===== src/rtl/clock_pkg.sv =====
// ---------------------------------------------------------------------------
// clock_pkg
// Shared definitions for the hours/minutes/seconds timekeeping datapath.
//   - field widths for seconds, minutes and hours
//   - width of the ripple incrementer every field shares
//   - default moduli for each field
//   - run/stop/acknowledge FSM state encoding
//   - range-check helper used on preset values
// ---------------------------------------------------------------------------
package clock_pkg;

  // Field widths.
  localparam int SEC_W  = 6;
  localparam int MIN_W  = 6;
  localparam int HOUR_W = 5;

  // Every field increments through the same 6-bit ripple adder;
  // the narrower hours field is zero-extended into it.
  localparam int ADD_W  = 6;

  // Default moduli (one past the largest legal field value).
  localparam int N_SEC  = 60;
  localparam int N_MIN  = 60;
  localparam int N_HOUR = 24;

  // Run/stop FSM.  ACK is the single cycle that follows any load handshake.
  typedef enum logic [1:0] {
    STOP = 2'd0,
    RUN  = 2'd1,
    ACK  = 2'd2
  } state_t;

  // True when a preset value lies inside 0..modulus-1.
  // The value arrives zero-extended to the adder width so one helper
  // serves all three fields.
  function automatic logic in_range(input logic [ADD_W-1:0] value,
                                    input int               modulus);
    logic [31:0] wide;
    wide = {26'd0, value};
    return (wide < 32'(modulus));
  endfunction

endpackage : clock_pkg


===== src/rtl/mod_field.sv =====
// ---------------------------------------------------------------------------
// mod_field
// One modulo-MOD time field (seconds, minutes or hours).
//   - holds its value in a register
//   - advances by one on inc, using a shared-width ripple incrementer
//   - wraps MOD-1 -> 0 and flags the wrap combinationally
//   - a load overrides any increment on the same edge
// Ports:
//   clk       in  1  rising-edge clock
//   rst       in  1  synchronous active-high reset, clears val
//   inc       in  1  advance the field by one this edge
//   load      in  1  write load_val this edge (has priority over inc)
//   load_val  in  W  value to write on load
//   val       out W  current field value (registered)
//   wrap      out 1  inc is set while val = MOD-1 (combinational)
// ---------------------------------------------------------------------------
module mod_field #(
  parameter int W   = 6,
  parameter int MOD = 60
) (
  input  logic         clk,
  input  logic         rst,
  input  logic         inc,
  input  logic         load,
  input  logic [W-1:0] load_val,
  output logic [W-1:0] val,
  output logic         wrap
);

  import clock_pkg::*;

  // Largest legal value; reaching it means the next increment wraps.
  localparam logic [W-1:0] LAST = W'(MOD - 1);

  logic [ADD_W-1:0] add_a;
  logic [ADD_W-1:0] add_sum;
  logic             add_cout;
  logic [W-1:0]     next_val;

  // Narrow fields are zero-extended into the adder.
  assign add_a = ADD_W'(val);

  ripplenbit_add #(
    .N (ADD_W)
  ) u_inc (
    .a    (add_a),
    .b    (6'd1),
    .cin  (1'b0),
    .sum  (add_sum),
    .cout (add_cout)
  );

  // The carry-out cannot assert for any legal field value,
  // so the incremented value is just the truncated sum.
  assign next_val = add_sum[W-1:0];

  assign wrap = inc && (val == LAST);

  // Field register: reset, then load, then increment-or-wrap, else hold.
  always_ff @(posedge clk) begin
    if (rst) begin
      val <= '0;
    end else if (load) begin
      val <= load_val;
    end else if (inc) begin
      if (val == LAST) begin
        val <= '0;
      end else begin
        val <= next_val;
      end
    end else begin
      val <= val;
    end
  end

endmodule : mod_field


===== src/rtl/ripplenbit_add.sv =====
// ---------------------------------------------------------------------------
// ripplenbit_add
// N-bit ripple-carry adder built from a chain of full adders.
// Ports:
//   a, b  in  N  addends
//   cin   in  1  carry into bit 0
//   sum   out N  a + b + cin, modulo 2**N
//   cout  out 1  carry out of the top bit
// ---------------------------------------------------------------------------
module ripplenbit_add #(
  parameter int N = 6
) (
  input  logic [N-1:0] a,
  input  logic [N-1:0] b,
  input  logic         cin,
  output logic [N-1:0] sum,
  output logic         cout
);

  // carry[i] is the carry entering bit i; carry[N] leaves the adder.
  logic [N:0] carry;

  assign carry[0] = cin;

  // One full adder per bit; the carry ripples from bit 0 upward.
  for (genvar i = 0; i < N; i++) begin : g_fa
    assign sum[i]     = a[i] ^ b[i] ^ carry[i];
    assign carry[i+1] = (a[i] & b[i]) | (a[i] & carry[i]) | (b[i] & carry[i]);
  end

  assign cout = carry[N];

endmodule : ripplenbit_add


===== src/rtl/hms_time_counter.sv =====
// ---------------------------------------------------------------------------
// hms_time_counter
// Hours/minutes/seconds timekeeping counter.
//   - three mod_field instances (sec, min, hour) chained by their wrap flags
//   - STOP/RUN/ACK FSM; ticks are only counted in RUN
//   - valid/ready preset port with range check; ACK throttles loads to
//     one every two cycles and load_err reports a rejected preset
//   - registered min_pulse / day_pulse mark seconds and day rollovers
// Ports:
//   clk         in  1  rising-edge clock
//   rst         in  1  synchronous active-high reset
//   tick        in  1  one-cycle count enable
//   run         in  1  level: 1 = count, 0 = hold
//   load_valid  in  1  preset request
//   load_ready  out 1  preset can be accepted this cycle (0 only in ACK)
//   load_sec    in  6  preset seconds
//   load_min    in  6  preset minutes
//   load_hour   in  5  preset hours
//   load_err    out 1  one-cycle pulse after a rejected preset
//   sec         out 6  current seconds
//   min         out 6  current minutes
//   hour        out 5  current hours
//   min_pulse   out 1  one-cycle pulse on a seconds wrap
//   day_pulse   out 1  one-cycle pulse on the 23:59:59 -> 00:00:00 wrap
// ---------------------------------------------------------------------------
module hms_time_counter #(
  parameter int N_SEC  = clock_pkg::N_SEC,
  parameter int N_MIN  = clock_pkg::N_MIN,
  parameter int N_HOUR = clock_pkg::N_HOUR
) (
  input  logic                         clk,
  input  logic                         rst,
  input  logic                         tick,
  input  logic                         run,
  input  logic                         load_valid,
  output logic                         load_ready,
  input  logic [clock_pkg::SEC_W-1:0]  load_sec,
  input  logic [clock_pkg::MIN_W-1:0]  load_min,
  input  logic [clock_pkg::HOUR_W-1:0] load_hour,
  output logic                         load_err,
  output logic [clock_pkg::SEC_W-1:0]  sec,
  output logic [clock_pkg::MIN_W-1:0]  min,
  output logic [clock_pkg::HOUR_W-1:0] hour,
  output logic                         min_pulse,
  output logic                         day_pulse
);

  import clock_pkg::*;

  state_t state;

  logic handshake;
  logic range_ok;
  logic load_ok;
  logic count_en;
  logic sec_wrap;
  logic min_wrap;
  logic hour_wrap;

  assign handshake = load_valid && load_ready;

  assign range_ok = in_range(ADD_W'(load_sec),  N_SEC)  &&
                    in_range(ADD_W'(load_min),  N_MIN)  &&
                    in_range(ADD_W'(load_hour), N_HOUR);

  assign load_ok = handshake && range_ok;

  // A tick counts only in RUN, and a simultaneous handshake takes the edge.
  assign count_en = (state == RUN) && tick && !handshake;

  // Seconds advance on a counted tick; minutes and hours advance on the
  // wrap of the field below, so a full rollover lands on one edge.
  mod_field #(
    .W   (SEC_W),
    .MOD (N_SEC)
  ) u_sec (
    .clk      (clk),
    .rst      (rst),
    .inc      (count_en),
    .load     (load_ok),
    .load_val (load_sec),
    .val      (sec),
    .wrap     (sec_wrap)
  );

  mod_field #(
    .W   (MIN_W),
    .MOD (N_MIN)
  ) u_min (
    .clk      (clk),
    .rst      (rst),
    .inc      (sec_wrap),
    .load     (load_ok),
    .load_val (load_min),
    .val      (min),
    .wrap     (min_wrap)
  );

  mod_field #(
    .W   (HOUR_W),
    .MOD (N_HOUR)
  ) u_hour (
    .clk      (clk),
    .rst      (rst),
    .inc      (min_wrap),
    .load     (load_ok),
    .load_val (load_hour),
    .val      (hour),
    .wrap     (hour_wrap)
  );

  // Run/stop/acknowledge FSM with registered load_ready and load_err.
  always_ff @(posedge clk) begin
    if (rst) begin
      state      <= STOP;
      load_ready <= 1'b1;
      load_err   <= 1'b0;
    end else begin
      load_err <= handshake && !range_ok;
      if (handshake) begin
        state      <= ACK;
        load_ready <= 1'b0;
      end else begin
        load_ready <= 1'b1;
        case (state)
          STOP: begin
            if (run) begin
              state <= RUN;
            end else begin
              state <= STOP;
            end
          end
          RUN: begin
            if (run) begin
              state <= RUN;
            end else begin
              state <= STOP;
            end
          end
          ACK: begin
            if (run) begin
              state <= RUN;
            end else begin
              state <= STOP;
            end
          end
          default: begin
            state <= STOP;
          end
        endcase
      end
    end
  end

  // Rollover pulses, registered so they line up with sec reading 0.
  always_ff @(posedge clk) begin
    if (rst) begin
      min_pulse <= 1'b0;
      day_pulse <= 1'b0;
    end else begin
      min_pulse <= sec_wrap;
      day_pulse <= hour_wrap;
    end
  end

endmodule : hms_time_counter


===== config.mk =====
export PLATFORM = sky130hd
export DESIGN_NAME = hms_time_counter
export DESIGN_NICKNAME = d
export VERILOG_FILES = /design/src/rtl/clock_pkg.sv /design/src/rtl/mod_field.sv /design/src/rtl/ripplenbit_add.sv /design/src/rtl/hms_time_counter.sv
export SDC_FILE = /design/constraint.sdc
export NUM_CORES = 1
export LEC_CHECK = 0
export ABC_AREA = 1
export CORE_MARGIN = 2
export CORE_UTILIZATION = 46
export DETAILED_ROUTE_END_ITERATION = 12
export GPL_TIMING_DRIVEN = 0
export PLACE_DENSITY = 0.84
export SLEW_MARGIN = 20
export SYNTH_ARGS = -nofsm -noshare
export SYNTH_HDL_FRONTEND = slang
export SYNTH_SLANG_ARGS = --single-unit

===== constraint.sdc =====
create_clock -name clk -period 1.8 [get_ports clk]
set_clock_uncertainty 0.05 [all_clocks]
set_input_delay 0.36 -clock clk [delete_from_list [all_inputs] [get_ports clk]]
set_output_delay 0.36 -clock clk [all_outputs]
set_load 0.05 [all_outputs]

==> results of run 1 <==
kinds of logic after synthesis:
family | Yosys count | synth area share [%]
buffers and inverters | 29 | 9.04
AND/OR/NAND/NOR | 120 | 40.1
AO/OA/AOI/OAI | 13 | 5.30
XOR/XNOR | 3 | 1.92
adder cells (fa/ha/maj) | 11 | 10.0
flip-flops | 23 | 33.6
worst register-to-register path, delay by kind of cell, from the launching register on:
family | cells | cell delay (ps)
xor gates and xnor gates | 1 | 150
and+or+nand+nor | 4 | 270
DFF | 1 | 360
adders and majority gates | 4 | 740
where the power goes:
part / internal (W) / switching, W / total, W
Clock: 0.0000866 / 0.000152 / 0.000238
Combinational: 0.000128 / 0.000222 / 0.000351
Sequential: 0.000541 / 0.0000307 / 0.000572
Total: 0.000756 / 0.000405 / 0.00116
registers in the layout, indices dropped and copies added, names as in the netlist:
name,cells
load_err,1
day_pulse,1
u_min.val,6
u_sec.val,6
state,2
load_ready,1
min_pulse,1
u_hour.val,5
worst paths after layout:
check	from	to	slack, ps
max reg2reg	u_min.val[0]$_SDFFE_PP0P_	u_min.val[5]$_SDFFE_PP0P_	130
min reg2reg	state[1]$_SDFF_PP0_	state[0]$_SDFF_PP0_	400
min	rst	u_min.val[0]$_SDFFE_PP0P_	330
max	u_sec.val[5]$_SDFFE_PP0P_	sec[5]	70
cell type report:
class,instances,area share [%]
buffer,4,1.64
clock buffer,4,1.44
inverter,25,5.14
multi-input combinational,147,43.3
sequential,23,25.5
tap,31,2.12
timing repair buffer,41,20.8
cells in the mapped netlist:
master and n:
sky130_fd_sc_hd__nand2_1 47, sky130_fd_sc_hd__nor2_1 39, sky130_fd_sc_hd__dfxtp_1 23, sky130_fd_sc_hd__inv_1 21, sky130_fd_sc_hd__nand3_1 14, sky130_fd_sc_hd__ha_1 11, sky130_fd_sc_hd__nand4_1 7, sky130_fd_sc_hd__a21oi_1 6
sky130_fd_sc_hd__nand2_2 5, sky130_fd_sc_hd__o21ai_0 5, sky130_fd_sc_hd__inv_2 4, sky130_fd_sc_hd__a21oi_2 2, sky130_fd_sc_hd__buf_6 2, sky130_fd_sc_hd__clkbuf_1 2, sky130_fd_sc_hd__xor2_1 2, sky130_fd_sc_hd__nand3_4 1
sky130_fd_sc_hd__nand4_2 1, sky130_fd_sc_hd__nor2_2 1, sky130_fd_sc_hd__nor2_4 1, sky130_fd_sc_hd__nor3_1 1, sky130_fd_sc_hd__nor3_4 1, sky130_fd_sc_hd__nor4_1 1, sky130_fd_sc_hd__or2_2 1, sky130_fd_sc_hd__xnor2_1 1
per-layer routing:
layer  share of wire (%)  wire, um
met5                   0         0
met4                0.82        25
met3                 4.3       132
met2                  47      1440
met1                  48      1470
repair_timing:
item,4_1_cts,5_1_grt
resized for setup,21,4
cloned,0,0
pin swaps,0,2
endpoints found under the setup margin,21,3
metrics by stage:
step	setup slack, ps	util, %	TNS (ps)	instances
finish	73.7	65.6	0	275
global route	17.6	65.6	0	275
CTS	20.0	65.6	0	275
detailed placement	-110	65.6	-1470	271
global placement	-113	65.6	-1350	271
floorplan	0.117	-	0	199
==> flow_results.org, run 1 <==
** Status
- Status :: finished, final reports clean

** STA
- Maximum clock frequency :: 579 MHz
- Of the available clock period, the critical path in the final layout requires 95.9%.
- Headroom to the max-slew limit came out at 66.6%.
- Hold is met by 326 ps.
- Setup repair after global routing missed its margin :: no
- Number of setup violations in the final report :: 0
- Subtracting the final worst setup slack from the clock period gives 1730 ps.
- Count of final hold-check violations :: 0
- Final Max Tran Viols :: 0
- Transition time at the pin with the least slew margin :: 500 ps

** Pwr
- In this run the power density over the cells is 636 nW/um2.
- VDD sags by at most 0.564 mV.
- PnR Total Power :: 0.00116 W
- Summed over all cells, the static leakage comes to 0.931 nW.

** Flow run
- Max-cap violations in this run came to 0.

** Clock tree
- The clock net in this run drives a total of 23 sinks.
- CTS tree :: done
- The cell sitting at the root of the clock tree is a sky130_fd_sc_hd__clkbuf_4.
- Post-CTS setup buffer count :: 0
- TritonCTS buffer count :: 3
- Source-to-sink clock delay at the later pin of the worst-skew pair :: 310 ps
- In this run, post-CTS hold repair placed 0 buffers.
- In this run the number of H-tree levels came out at 1.
- Clk buf depth :: 2
- Register clock-pin slew on the reported worst setup and hold paths :: 120 ps

** Placed design
- Dpl hpwl :: 2480 um
- Buffers placed on the I/O ports in this run total 41.
- DP Area :: 1820 um2
- The congestion estimate from routability-driven global placement came to 0.851.

** Setup path
- Worst Setup Start Kind :: register
- In this run the number of cells on the critical path is 1.
- Register-to-Register Path Depth :: 9
- The worst setup path is of the reg -> out kind.
- Data required time of the worst path :: 1390 ps
- Cell with the largest stage delay on the worst path :: sky130_fd_sc_hd__dlygate4sd2_1
- Of all nets on the critical path, the largest fanout is 5.
- STA puts the critical path data arrival time at 1320 ps.
- Largest delay share family, worst path :: buffers and inverters
- Peak per-stage delay on the critical path :: 560 ps
- Crit path capture type :: output port
- Counting both buffers and inverters, the worst setup path holds a total of 1.
- Traced cell by cell, the critical path runs through dlygate4sd2_1.

** Final layout
- Across the whole layout, storage elements account for 465 um2.
- Counting the fill cells in the layout gives 253.
- The library cell used most frequently in the layout, excluding fill and tap cells, is sky130_fd_sc_hd__nand2_1.
- The final layout contains 278 nets.
- With fillers left out, the area of the finished cells amounts to 1830 um2.
- In the final layout, the multi-input gates occupy 791 um2.
- The repair_antennas step left the layout with diodes totalling 0.
- In the layout the commonest cells are 47 x sky130_fd_sc_hd__nand2_1, 39 x sky130_fd_sc_hd__nor2_1, 21 x sky130_fd_sc_hd__inv_1.
- The post-route netlist has 11.9% of its cells at a drive strength greater than 1.
- Relative to the synthesized area, the layout overhead comes to 33.2%.

** Routing
- The final route contains 1374 vias.
- First DRT Iteration DRCs :: 26
- The first TritonRoute pass finished after 4 iterations.
- Wires add up to 3070 um.
- Drt wl/cell :: 11.2 um
- Number of vias per cell after detailed routing :: 5.00
- DRC errors left :: 0
- The count of nets left with antenna violations once routing finished came out at 0.

** GRT
- The first global-routing pass estimated 5250 um of wire.
- Grt ovf :: 0
- The number of antenna violations at the first check in global routing came to 0.
- Number of global-route vias before repair :: 1226
- Tot GR Track Use :: 19.8%
- Entering global routing, the biggest net connects 13 pins.
- Global routing used 4.62% of the available met3 tracks.
- Met2 Usage GRT :: 33.7%
- In this run the most used layer during global routing was met2.
- For met1 alone, demand over resource in global routing was 25.0%.

** Floorplanning
- The die covers 3430 um2.
- Effective utilization at floorplan :: 49.3%
- Core ar. :: 2780 um2
- The floorplan step set the die height to 58.6 um.
- Core Rows :: 19
- Boundary pin count :: 43
- From left edge to right edge, the die measures 58.6 um.

** Synthesis
- Leading cell types by total area after synthesis :: sky130_fd_sc_hd__dfxtp_1 34%, sky130_fd_sc_hd__nand2_1 13%, sky130_fd_sc_hd__nor2_1 11%, sky130_fd_sc_hd__ha_1 10%, sky130_fd_sc_hd__inv_1 5.8%
- Number of cells produced by synthesis :: 199
- Count of warnings emitted by yosys :: 0
- In this run the biggest area consumer among cell types represents 33.6% of the synthesized area.
- Post-Synthesis Cell Area :: 1370 um2
- Sequential fraction of the synthesis area :: 33.6%
- Post-synthesis sequential element count :: 23
- In this run the mean area of a mapped cell was 6.88 um2.
- The synthesized design spends more area on one cell type than any other, namely sky130_fd_sc_hd__dfxtp_1.
- Number of distinct library cells after synthesis :: 24
- The number of nets in the synthesized netlist is 232.

** Min path
- The tightest min-delay check is of the in -> reg type.
- Cell depth of the worst hold path :: 2
No activity file was read; power rests on OpenSTA's default activity.
==> run 2, diff against run 1 <==
--- a/config.mk
+++ b/config.mk
@@ -11,6 +11,7 @@
 export DETAILED_ROUTE_END_ITERATION = 12
 export GPL_TIMING_DRIVEN = 0
 export PLACE_DENSITY = 0.84
+export SKIP_LAST_GASP = 1
 export SLEW_MARGIN = 20
 export SYNTH_ARGS = -nofsm -noshare
 export SYNTH_HDL_FRONTEND = slang
==> results of run 2 <==
The final DEF is identical to that of run 1; final timing and power are the same.
==> run 3, diff against run 2 <==
--- a/config.mk
+++ b/config.mk
@@ -7,12 +7,13 @@
 export LEC_CHECK = 0
 export ABC_AREA = 1
 export CORE_MARGIN = 2
-export CORE_UTILIZATION = 46
+export CORE_UTILIZATION = 49
 export DETAILED_ROUTE_END_ITERATION = 12
 export GPL_TIMING_DRIVEN = 0
-export PLACE_DENSITY = 0.84
+export PLACE_DENSITY = 0.85
 export SKIP_LAST_GASP = 1
 export SLEW_MARGIN = 20
 export SYNTH_ARGS = -nofsm -noshare
 export SYNTH_HDL_FRONTEND = slang
+export SYNTH_HIERARCHICAL = 1
 export SYNTH_SLANG_ARGS = --single-unit
==> run 3 against run 2 <==
  * Routed wire length increased by 20%
  * Cell count increased by 24%
  * Combinational power increased by 25%
  * Critical path depth rose by 13
  * Clock power grew 4%
  * Worst setup slack lost 1300 ps
  * The run now ends with setup timing left
  * Register-to-register slack got worse by 1400 ps
  * Synthesized cell count up 15%
  * First-iteration DRC count grew to 2.5 times the previous value
==> flow_results.org, run 3 <==
** STA
- Final Max Tran Viols :: 0
- Hold is met by 425 ps.
- Setup slack on the critical path of the routed design comes to -1250 ps.
- Static timing analysis puts the maximum clock frequency at 328 MHz.
- Setup repair after global routing missed its margin :: yes
- Summed over all failing endpoints, the final setup total negative slack is -6740 ps.
- Setup violations remaining at the end of the flow were counted as 11.
- Measured against its own limit, the worst slew margin works out to 46.9%.
- The number of hold violations in the final report is 0.
- For the pin with the worst max-slew slack, the measured transition is 793 ps.
- After layout, the minimum clock period comes to 3050 ps.
- Final clock period utilization by the worst path :: 169%

** Clock tree
- Source-to-sink clock delay at the later pin of the worst-skew pair :: 310 ps
- Buffers inserted to repair hold after CTS numbered 0.
- In this run the number of H-tree levels came out at 1.
- Clk buf depth :: 2
- Register clock-pin slew on the reported worst setup and hold paths :: 130 ps
- Counting the buffers created by CTS gives 3.
- CTS placed an instance of sky130_fd_sc_hd__clkbuf_4 at the clock tree root.
- TritonCTS built the clock tree.
- Clock tree sinks :: 23

** Min path
- Counting instances, the worst hold path has a depth of 1.
- For hold timing, the worst endpoint is state[0]$_SDFF_PP0_.
- In this run the worst hold path is classified as reg -> reg.
- Worst Min Path Start :: state[0]$_SDFF_PP0_

** Flow run
- Max cap viols :: 0

** Final layout
- Most common cell after layout, fill and taps aside :: sky130_fd_sc_hd__inv_1
- The post-route netlist has 22.0% of its cells at a drive strength greater than 1.
- Registers take 498 um2.
- Diode count :: 0
- Summing all multi-input logic gate instances after layout gives 1100 um2.
- For this run, the number of standard cells in the final layout without fillers is 342.
- Top Registers :: u_min/val x6, u_sec/val x6, u_hour/val x5
- The layout has 290 filler cells.
- The top cell types in the final layout, fill and taps aside, are 47 x sky130_fd_sc_hd__inv_1, 44 x sky130_fd_sc_hd__nand2_1, 26 x sky130_fd_sc_hd__nor2_1.
- Total number of nets in the final design :: 336
- Final non-filler cell area :: 2370 um2
- Compared with the post-synthesis result, the final layout area differs by 41.9%.

** Pwr
- Dividing total power by cell area gives a power density of 529 nW/um2.
- Across the VDD grid, the largest voltage drop is 0.336 mV.
- Leakage :: 1.13 nW

** Setup path
- In this run the worst path has a maximum fanout of 2.
- In this run the critical register-to-register path is captured at u_sec/val[5]$_SDFFE_PP0P_.
- The startpoint identified for the worst register-to-register timing path is u_sec/val[0]$_SDFFE_PP0P_.
- Startpoint-to-endpoint class of the critical path :: reg -> reg
- Worst Setup Start Kind :: register
- Across all register-to-register paths, the minimum setup slack is -1250 ps.
- Measured in cells, the most critical reg-to-reg path has a length of 14.
- For the worst setup path, the data required time is 1990 ps.
- Crit path capture type :: register
- Worst path arrival time :: 3240 ps

** Floorplanning
- In this run the core area contains 21 standard-cell rows.
- Effective utilization at floorplan :: 50.4%
- Die span in y :: 62.3 um
- Core ar. :: 3310 um2
- The die covers 3890 um2.
- In this run the count of I/O pins placed on the die edge is 43.
- The die is 62.3 um wide.

** Routing
- Routed Antenna Nets :: 0
- The first detailed-routing pass ran for 4 iterations.
- DRC errors left :: 0
- Vias after detailed routing :: 1522
- After detailed routing, the number of vias per cell comes to 4.45.
- Drt wl/cell :: 10.8 um
- Routed wire length :: 3680 um
- First DRT Iteration DRCs :: 66

** GRT
- Antenna violations before repair :: 0
- Pin count of the biggest net entering global routing :: 21
- The total overflow left after global routing is 0.
- Number of global-route vias before repair :: 1501
- The first global-routing pass estimated 6460 um of wire.
- Tot GR Track Use :: 20.4%

** Status
- Status :: finished, violations left
- The final reports fail on setup timing.

** Synthesis
- A synthesized cell averages 7.28 um2.
- Synthesis produced 229 cells.
- The cell area that synthesis handed to floorplanning was 1670 um2.
- Count of warnings emitted by yosys :: 6

** Placed design
- Dpl hpwl :: 2730 um
- Summing all placed instances gives a cell area of 2270 um2.
- The count of buffers added on input and output ports is 42.
- Final RePlAce weighted congestion :: 0.829
- Minimum setup slack after placement :: -1300 ps
- Total instance count after detailed placement :: 331
## run 3: worst max-delay path: stages, from the launching register on
cell                      delay, ps
sky130_fd_sc_hd__dfxtp_4        370
sky130_fd_sc_hd__inv_2           50
sky130_fd_sc_hd__fa_1           160
sky130_fd_sc_hd__inv_1           50
sky130_fd_sc_hd__fa_2           340
sky130_fd_sc_hd__fa_2           350
sky130_fd_sc_hd__fa_2           350
sky130_fd_sc_hd__fa_2           360
sky130_fd_sc_hd__inv_2           60
sky130_fd_sc_hd__fa_1           420
sky130_fd_sc_hd__inv_1           70
sky130_fd_sc_hd__inv_1           40
sky130_fd_sc_hd__nor2_1         110
sky130_fd_sc_hd__nand2_1         80
sky130_fd_sc_hd__a21oi_2        120
## run 3: area by class of cell
class | instances | share of cell area (%)
plain buffers | 2 | 0.951
clock buffers | 3 | 0.951
clock inverters | 1 | 0.211
inverters | 56 | 8.88
multi-input cells | 162 | 46.6
flip-flops and latches | 23 | 21.0
well taps | 46 | 2.43
repair buffers | 49 | 18.9
## run 3: where the power goes
| group | leakage (nW) | internal (W) | total, W | switching (W) |
|---|---|---|---|---|
| clock | 0.0177 | 0.0000831 | 0.000247 | 0.000164 |
| combinational | 0.913 | 0.000178 | 0.000439 | 0.000261 |
| sequential | 0.196 | 0.000534 | 0.000565 | 0.0000309 |
| total | 1.13 | 0.000796 | 0.00125 | 0.000456 |
## run 3: stage by stage
stage | util [%] | power, W
after floorplan | - | 0.000862
after global placement | 68.6 | 0.000995
after detailed placement | 68.6 | 0.00101
after CTS | 70.3 | 0.00125
after global routing | 71.5 | 0.00135
final | 71.5 | 0.00125
## run 3: worst max-delay path by stage
stage                              start                         end  slack, ps  cells past startpoint
2_1_floorplan      load_ready$_SDFF_PP1_  u_hour/val[3]$_SDFFE_PP0P_         10                     10
4_1_cts        u_sec/val[0]$_SDFFE_PP0P_   u_sec/val[5]$_SDFFE_PP0P_      -1200                     14
5_1_grt        u_sec/val[0]$_SDFFE_PP0P_   u_sec/val[5]$_SDFFE_PP0P_      -1390                     14
3_3_place_gp   u_sec/val[0]$_SDFFE_PP0P_   u_sec/val[5]$_SDFFE_PP0P_      -1230                     14
6_report       u_sec/val[0]$_SDFFE_PP0P_   u_sec/val[5]$_SDFFE_PP0P_      -1250                     14
3_5_place_dp   u_min/val[0]$_SDFFE_PP0P_   u_min/val[5]$_SDFFE_PP0P_      -1300                     14
## run 3: metal layers
metal	vias up	wire length (um)	track usage [%]
met3	4	109	2.17
li1	781	-	-
met1	705	1580	24.7
met5	-	0	0
met2	32	1950	37.5
met4	0	38	7.50
## run 3: what timing repair did
action / in CTS / in global routing
setup buffers: 5 / 2
gates resized for setup: 27 / 7
setup endpoints to repair: 39 / 18
pin swaps: 8 / 5
gates cloned: 0 / 0
